### src/rtl/hazard_fwd_ctrl_pkg.sv
// Shared encodings for the hazard/forwarding controller.
// Writeback-select codes arrive on the ex/mem_wbsel ports.
// Forward-select codes are driven on fwd_sel toward the EX operand muxes.
package hazard_pkg;

  // Writeback select encodings. Cast to the port width at the point of use.
  localparam int unsigned WB_ALU  = 32'd0;
  localparam int unsigned WB_LOAD = 32'd1;
  localparam int unsigned WB_LONG = 32'd2;

  // Per-source EX operand select encodings
  localparam logic [1:0] FWD_RF      = 2'd0;
  localparam logic [1:0] FWD_MEM_ALU = 2'd1;
  localparam logic [1:0] FWD_WB_ALU  = 2'd2;
  localparam logic [1:0] FWD_WB_LOAD = 2'd3;

endpackage

### src/rtl/hazard_fwd_ctrl_scoreboard.sv
// Pending-write scoreboard for long-latency writebacks.
// Holds one bit per architectural register. If a set and a clear hit the
// same bit in one cycle, the set wins. The lookup ports report a pending
// bit only when it is not being released by this cycle's clear, because
// the clear is a regfile write-through and the reader can take the value now.
module hazard_scoreboard
  import hazard_pkg::*;
#(
  parameter int RAW   = 5,
  parameter int NLOOK = 3
) (
  input  logic                   clk,
  input  logic                   rst_n,
  input  logic                   set_en,
  input  logic [RAW-1:0]         set_addr,
  input  logic                   clr_en,
  input  logic [RAW-1:0]         clr_addr,
  input  logic [NLOOK*RAW-1:0]   look_addr,
  output logic [NLOOK-1:0]       look_hit,
  output logic                   busy
);

  localparam int NREG = 2 ** RAW;

  logic [NREG-1:0] bits_r;
  logic [NREG-1:0] bits_nxt_s;

  // Next scoreboard state: apply the clear first, then the set (set wins).
  always_comb begin
    bits_nxt_s = bits_r;
    for (int r = 0; r < NREG; r++) begin
      bits_nxt_s[r] = (set_en && (set_addr == RAW'(r))) ? 1'b1 :
                      ((clr_en && (clr_addr == RAW'(r))) ? 1'b0 : bits_r[r]);
    end
  end

  // Lookup: a pending bit counts unless it is written back in this cycle.
  always_comb begin
    look_hit = {NLOOK{1'b0}};
    for (int k = 0; k < NLOOK; k++) begin
      look_hit[k] = bits_r[look_addr[k*RAW +: RAW]] &
                    ~(clr_en & (clr_addr == look_addr[k*RAW +: RAW]));
    end
  end

  // Scoreboard bits and the registered busy flag. The flag is computed from
  // the next state, so it lines up with the bits.
  always_ff @(posedge clk or negedge rst_n) begin
    if (!rst_n) begin
      bits_r <= {NREG{1'b0}};
      busy   <= 1'b0;
    end else begin
      bits_r <= bits_nxt_s;
      busy   <= |bits_nxt_s;
    end
  end

endmodule

### src/rtl/hazard_fwd_ctrl.sv
// Pipeline hazard and forwarding controller.
// Compares each ID-stage source against the EX and MEM producers.
// Produces:
//   - a combinational stall;
//   - a per-source forward select, registered so that it lines up with the
//     instruction as it enters EX;
//   - RAW/WAW interlocks against long-latency writebacks pending in the
//     scoreboard.
// Optional: define HAZARD_PERF_EN to add the load-use and scoreboard stall
// counters.
module hazard_fwd_ctrl
  import hazard_pkg::*;
#(
  parameter int NSRC    = 2,
  parameter int RAW     = 5,
  parameter int WBSEL_W = 2
) (
  input  logic                 clk,
  input  logic                 rst_n,
  input  logic                 id_valid,
  input  logic [NSRC*RAW-1:0]  id_rs,
  input  logic [NSRC-1:0]      id_rs_used,
  input  logic                 id_regwr,
  input  logic [RAW-1:0]       id_rd,
  input  logic                 ex_valid,
  input  logic                 ex_regwr,
  input  logic [WBSEL_W-1:0]   ex_wbsel,
  input  logic [RAW-1:0]       ex_rd,
  input  logic                 mem_valid,
  input  logic                 mem_regwr,
  input  logic [WBSEL_W-1:0]   mem_wbsel,
  input  logic [RAW-1:0]       mem_rd,
  input  logic                 lw_done,
  input  logic [RAW-1:0]       lw_rd,
  input  logic                 flush,
  output logic                 stall,
  output logic [NSRC*2-1:0]    fwd_sel,
  output logic                 sb_busy
`ifdef HAZARD_PERF_EN
  ,
  output logic [31:0]          perf_lu_stalls,
  output logic [31:0]          perf_sb_stalls
`endif
);

  logic [NSRC-1:0]     src_on_s;
  logic [NSRC-1:0]     ex_hit_s;
  logic [NSRC-1:0]     mem_hit_s;
  logic [NSRC-1:0]     lu_src_s;
  logic [NSRC-1:0]     exl_src_s;
  logic [NSRC-1:0]     raw_src_s;
  logic [NSRC*2-1:0]   nxt_sel_s;
  logic [NSRC:0]       look_hit_s;
  logic                sb_set_s;
  logic                waw_s;
  logic                lu_stall_s;
  logic                sb_stall_s;

  // Scoreboard set: a long op in EX that survives this cycle.
  assign sb_set_s = ex_valid & ex_regwr & (ex_wbsel == WBSEL_W'(WB_LONG)) &
                    (ex_rd != {RAW{1'b0}}) & ~flush;

  hazard_scoreboard #(
    .RAW   (RAW),
    .NLOOK (NSRC + 1)
  ) u_sb (
    .clk       (clk),
    .rst_n     (rst_n),
    .set_en    (sb_set_s),
    .set_addr  (ex_rd),
    .clr_en    (lw_done),
    .clr_addr  (lw_rd),
    .look_addr ({id_rd, id_rs}),
    .look_hit  (look_hit_s),
    .busy      (sb_busy)
  );

  // Per-source qualifiers. Register 0 is never a hazard.
  always_comb begin
    src_on_s  = {NSRC{1'b0}};
    ex_hit_s  = {NSRC{1'b0}};
    mem_hit_s = {NSRC{1'b0}};
    for (int i = 0; i < NSRC; i++) begin
      src_on_s[i]  = id_valid & id_rs_used[i] & (id_rs[i*RAW +: RAW] != {RAW{1'b0}});
      ex_hit_s[i]  = ex_valid & ex_regwr & (ex_rd == id_rs[i*RAW +: RAW]);
      mem_hit_s[i] = mem_valid & mem_regwr & (mem_rd == id_rs[i*RAW +: RAW]);
    end
  end

  // Per-source forward and stall decisions. The EX producer, being the
  // youngest, takes priority over the MEM producer.
  always_comb begin
    nxt_sel_s = {NSRC*2{1'b0}};
    lu_src_s  = {NSRC{1'b0}};
    exl_src_s = {NSRC{1'b0}};
    raw_src_s = {NSRC{1'b0}};
    for (int i = 0; i < NSRC; i++) begin
      raw_src_s[i] = src_on_s[i] & look_hit_s[i];
      if (src_on_s[i] && ex_hit_s[i]) begin
        case (ex_wbsel)
          WBSEL_W'(WB_ALU):  nxt_sel_s[i*2 +: 2] = FWD_MEM_ALU;
          WBSEL_W'(WB_LOAD): lu_src_s[i]  = 1'b1;
          WBSEL_W'(WB_LONG): exl_src_s[i] = 1'b1;
          default:           nxt_sel_s[i*2 +: 2] = FWD_RF;
        endcase
      end else if (src_on_s[i] && mem_hit_s[i]) begin
        case (mem_wbsel)
          WBSEL_W'(WB_ALU):  nxt_sel_s[i*2 +: 2] = FWD_WB_ALU;
          WBSEL_W'(WB_LOAD): nxt_sel_s[i*2 +: 2] = FWD_WB_LOAD;
          default:           nxt_sel_s[i*2 +: 2] = FWD_RF;
        endcase
      end else begin
        nxt_sel_s[i*2 +: 2] = FWD_RF;
      end
    end
  end

  // Stall causes. A long op still in EX has not reached the scoreboard yet,
  // so its consumer is caught here and counted as a scoreboard stall.
  assign waw_s      = id_valid & id_regwr & look_hit_s[NSRC];
  assign lu_stall_s = |lu_src_s;
  assign sb_stall_s = (|exl_src_s) | (|raw_src_s) | waw_s;
  assign stall      = (lu_stall_s | sb_stall_s) & ~flush & rst_n;

  // Forward selects for the instruction entering EX. A flush or a bubble
  // entering EX gets the register file.
  always_ff @(posedge clk or negedge rst_n) begin
    if (!rst_n) begin
      fwd_sel <= {NSRC*2{1'b0}};
    end else if (flush || stall) begin
      fwd_sel <= {NSRC*2{1'b0}};
    end else begin
      fwd_sel <= nxt_sel_s;
    end
  end

`ifdef HAZARD_PERF_EN
  // Saturating stall-cause counters. A cycle with both causes bumps both.
  always_ff @(posedge clk or negedge rst_n) begin
    if (!rst_n) begin
      perf_lu_stalls <= 32'd0;
      perf_sb_stalls <= 32'd0;
    end else begin
      if (lu_stall_s && !flush && (perf_lu_stalls != 32'hFFFF_FFFF)) begin
        perf_lu_stalls <= perf_lu_stalls + 32'd1;
      end else begin
        perf_lu_stalls <= perf_lu_stalls;
      end
      if (sb_stall_s && !flush && (perf_sb_stalls != 32'hFFFF_FFFF)) begin
        perf_sb_stalls <= perf_sb_stalls + 32'd1;
      end else begin
        perf_sb_stalls <= perf_sb_stalls;
      end
    end
  end
`endif

endmodule

### config.mk
export PLATFORM = sky130hd
export DESIGN_NAME = hazard_fwd_ctrl
export DESIGN_NICKNAME = d
export VERILOG_FILES = /design/src/rtl/hazard_fwd_ctrl_pkg.sv /design/src/rtl/hazard_fwd_ctrl_scoreboard.sv /design/src/rtl/hazard_fwd_ctrl.sv
export SDC_FILE = /design/constraint.sdc
export NUM_CORES = 1
export LEC_CHECK = 0
export CELL_PAD_IN_SITES_DETAIL_PLACEMENT = 1
export CELL_PAD_IN_SITES_GLOBAL_PLACEMENT = 1
export CORE_MARGIN = 5
export CORE_UTILIZATION = 41
export CTS_CLUSTER_DIAMETER = 100
export DETAILED_ROUTE_END_ITERATION = 10
export PLACE_DENSITY_LB_ADDON = 0.1
export SLEW_MARGIN = 25
export SYNTH_ARGS = -nofsm -noshare
export SYNTH_HDL_FRONTEND = slang
export SYNTH_SLANG_ARGS = --single-unit
### constraint.sdc
create_clock -name clk -period 2.9 [get_ports clk]
set_input_delay 0.58 -clock clk [delete_from_list [all_inputs] [get_ports clk]]
set_output_delay 0.58 -clock clk [all_outputs]
set_load 0.02 [all_outputs]
==> results by group <==
Status
  – Status: complete, no violations

Yosys
  – Synth top area share: 30.19%
  – Synth Area in Adders: 0%
  – Post-synthesis sequential area ratio: 30.19%
  – XOR/XNOR Fraction of Synth Area: 9.996%
  – Net Count, Synth: 362
  – Mux cell area share after synthesis: 19.75%
  – Complex-gate fraction of the synthesized area: 16.16%
  – Synth Flop Type: dfrtp_1
  – Top area cells in the synthesized netlist: dfrtp_1 (30%), mux4_2 (11%), o21ai_0 (10%)
  – Synth unique cells: 49
  – Mapped Cells: 316
  – Post-synthesis register bit count: 37
  – Largest area contributor in the netlist: dfrtp_1
  – Syn Area/Cell: 9.705 µm²
  – Combinational family with the most area after synthesis: multiplexers
  – Syn Std Cell Area: 0.003067 mm²
  – Simple-gate share of the synthesized area: 19.14%
  – Async SR Flop Fraction: 100.0%
  – YS warnings: 0
  – Post-synth EDFFs: 0

Timing
  – Fmax achieved: 346.6 MHz
  – Final Max Slew Viols: 0
  – RSZ-0062 raised after global routing: yes
  – Slew margin rel.: 65.00%
  – Fraction of the cycle the final worst path needs: 99.49%
  – Final setup fails: 0
  – Final Skew: 0.007143 ns
  – Hold slack final: 0.2600 ns
  – Tmin final: 2.885 ns
  – Final Hold Vio Count: 0
  – Worst slew pin tran: 0.5196 ns

Place
  – # port buffers: 51
  – Placed insts: 509
  – HPWL after DPL: 9.551 mm
  – RD Place Congestion: 0.9149
  – Post-Place Cell Area: 0.004108 mm²

Clock network
  – CTS tree: yes
  – Max Root-Sink Buffers: 2
  – CTS Buf Count: 5
  – Reg clk slew, reported paths: 0.08 ns
  – H-tree levels: 2
  – Hold_buf cts: 0
  – Clock Latency Late Sink: 0.30 ns
  – Clk sinks: 37
  – CTS root buffer: clkbuf_8

Route
  – DR top layer: met4
  – Vias per inst: 6.033
  – WL/cell: 23.87 µm
  – # DRC: 0
  – DRT Pass-1 Iters: 4
  – WL final: 12.49 mm
  – Via Count: 3,155
  – Met3 wire length: 742 µm
  – Final ANT Viol Nets: 0
  – Starting DRT DRC Count: 217
  – Met2 WL: 6.282 mm
  – Routed met1 length: 5.131 mm

Die
  – Starting Density: 42.28%
  – Core area: 0.007253 mm²
  – Core Rows: 31
  – Die X: 96.49 µm
  – Die area: 0.009309 mm²
  – I/O pins: 52
  – Die H: 96.49 µm

Finish
  – Most common cell after layout, fill and taps aside: buf_4
  – Non-Filler Instances: 523
  – Most frequent cells in the layout: buf_4 (65), o21ai_0 (61), dfrtp_1 (37), clkdlybuf4s50_1 (30), xor2_1 (26)
  – Diodes inserted: 0
  – Fill cell count: 824
  – Syn-to-layout area delta: 41.90%
  – Share of post-route cells with drive strength above 1: 29.25%
  – Fin area: 0.004352 mm²
  – Final nets: 469

Global route
  – Antenna violations before repair: 0
  – First-pass GRT wire length: 19.29 mm
  – GRT Total Usage: 28.23%
  – Largest net degree at the start of global routing: 34
  – Remaining global-route overflow: 0
  – Vias in the first global route: 3,428

Power
  – Power density cells: 346.3 mW/mm²
  – Leak pwr: 1.823 nW
  – VDD IR-drop max: 307.6 µV

Setup path
  – Delay-heaviest family, CP: simple AND/OR/NAND/NOR gates
  – WP data required: 2.32 ns
  – Max stage delay on crit path: 0.52 ns
  – Crit path kind: input pin to primary output
  – Critical Path AT: 2.31 ns
  – Crit-path slowest cell: or4_4
  – Crit-path max FO: 6
  – R2r endpoint: fwd_sel[2]
  – Crit path cell chain: clkdlybuf4s15_2 -> or4_4 -> o211ai_4 -> nand4b_1 -> a21o_1 -> o21ai_2 -> o21ba_1 -> buf_6
  – CP Buf/Inv Count: 2
  – FF-to-FF path depth: 8
  – Critical path endpoint category: primary output
  – R2r setup slk: 0.65 ns
  – Startpoint Class: input pin
  – RR Startpoint: u_sb.bits_r[2]

Hold path
  – Min-Delay Path Class: input pin to asynchronous set/reset pin

Run
  – Maxcap violations: 0
## logic make-up after synthesis
family / count (synthesis)
AOI/OAI and AO/OA: 84
xor gates and xnor gates: 35
buffers and inverters: 29
DFF: 37
muxes: 40
and+or+nand+nor: 91
## worst max path at each step
stage	start	to	slack, ns	cells past startpoint
after floorplan	id_rs[5]	stall	0.23	8
after global placement	id_rd[2]	stall	-0.81	9
after detailed placement	id_rd[2]	stall	-0.88	8
after CTS	id_rs[5]	stall	0.0002	9
after global routing	id_rs[0]	stall	-0.05	11
final	id_rs[2]	stall	0.01	8
## cells in the mapped netlist, drive strengths merged (2+ instances only)
cell,n
or2,3
nor3,2
nand2b,2
dfrtp,37
nand4,6
clkbuf,12
mux2i,23
o211ai,2
nor2b,2
buf,15
nand4b,7
nor2,9
o21ai,65
nand3,8
inv,2
or4b,3
xnor2,9
xor2,26
or4,4
nand3b,11
a31oi,4
nor4,18
mux4,16
nand2,10
nand4bb,4
o21a,2
## per-stage QoR
step / utilization, % / TNS (ns) / power [mW] / worst slack [ns]
floorplan: - / 0 / 0.7729 / 0.2348
global placement: 56.63 / -1.019 / 0.9910 / -0.8081
detailed placement: 56.63 / -1.335 / 1.002 / -0.8830
CTS: 59.60 / 0 / 1.487 / 0.0001987
global route: 60.00 / -0.06862 / 1.563 / -0.04855
finish: 60.00 / 0 / 1.507 / 0.01482
## repair_timing
| item | 4_1_cts | 5_1_grt |
|---|---|---|
| setup buffers | 6 | 0 |
| resized for setup | 50 | 10 |
| pin swaps | 9 | 6 |
| endpoints found under the setup margin | 1 | 2 |
## flip-flops by register name, summed over array words and instances, names as in the netlist
name         count
u_sb.busy        1
u_sb.bits_r     32
fwd_sel          4
## per-layer routing
| metal | vias up | track usage, % |
|---|---|---|
| met3 | 24 | 4.338 |
| met5 | - | 0 |
| li1 | 1428 | - |
| met4 | 0 | 8.762 |
| met2 | 120 | 50.75 |
| met1 | 1583 | 34.60 |
## power breakdown
part | total, mW | switching (mW) | internal [mW]
sequential | 0.563 | 0.0242 | 0.539
clock | 0.490 | 0.210 | 0.280
combinational | 0.454 | 0.224 | 0.230
## cell type report
| type | count | area, µm² | area share (%) |
|---|---|---|---|
| multi-input combinational | 250 | 2059 | 47.33 |
| timing repair buffer | 127 | 1115 | 25.62 |
| sequential | 37 | 925.9 | 21.28 |
| tap | 99 | 123.9 | 2.846 |
| clock buffer | 6 | 82.58 | 1.898 |
| clock inverter | 2 | 37.54 | 0.8626 |
| inverter | 2 | 7.507 | 0.1725 |
No activity file was read; power rests on OpenSTA's default activity.
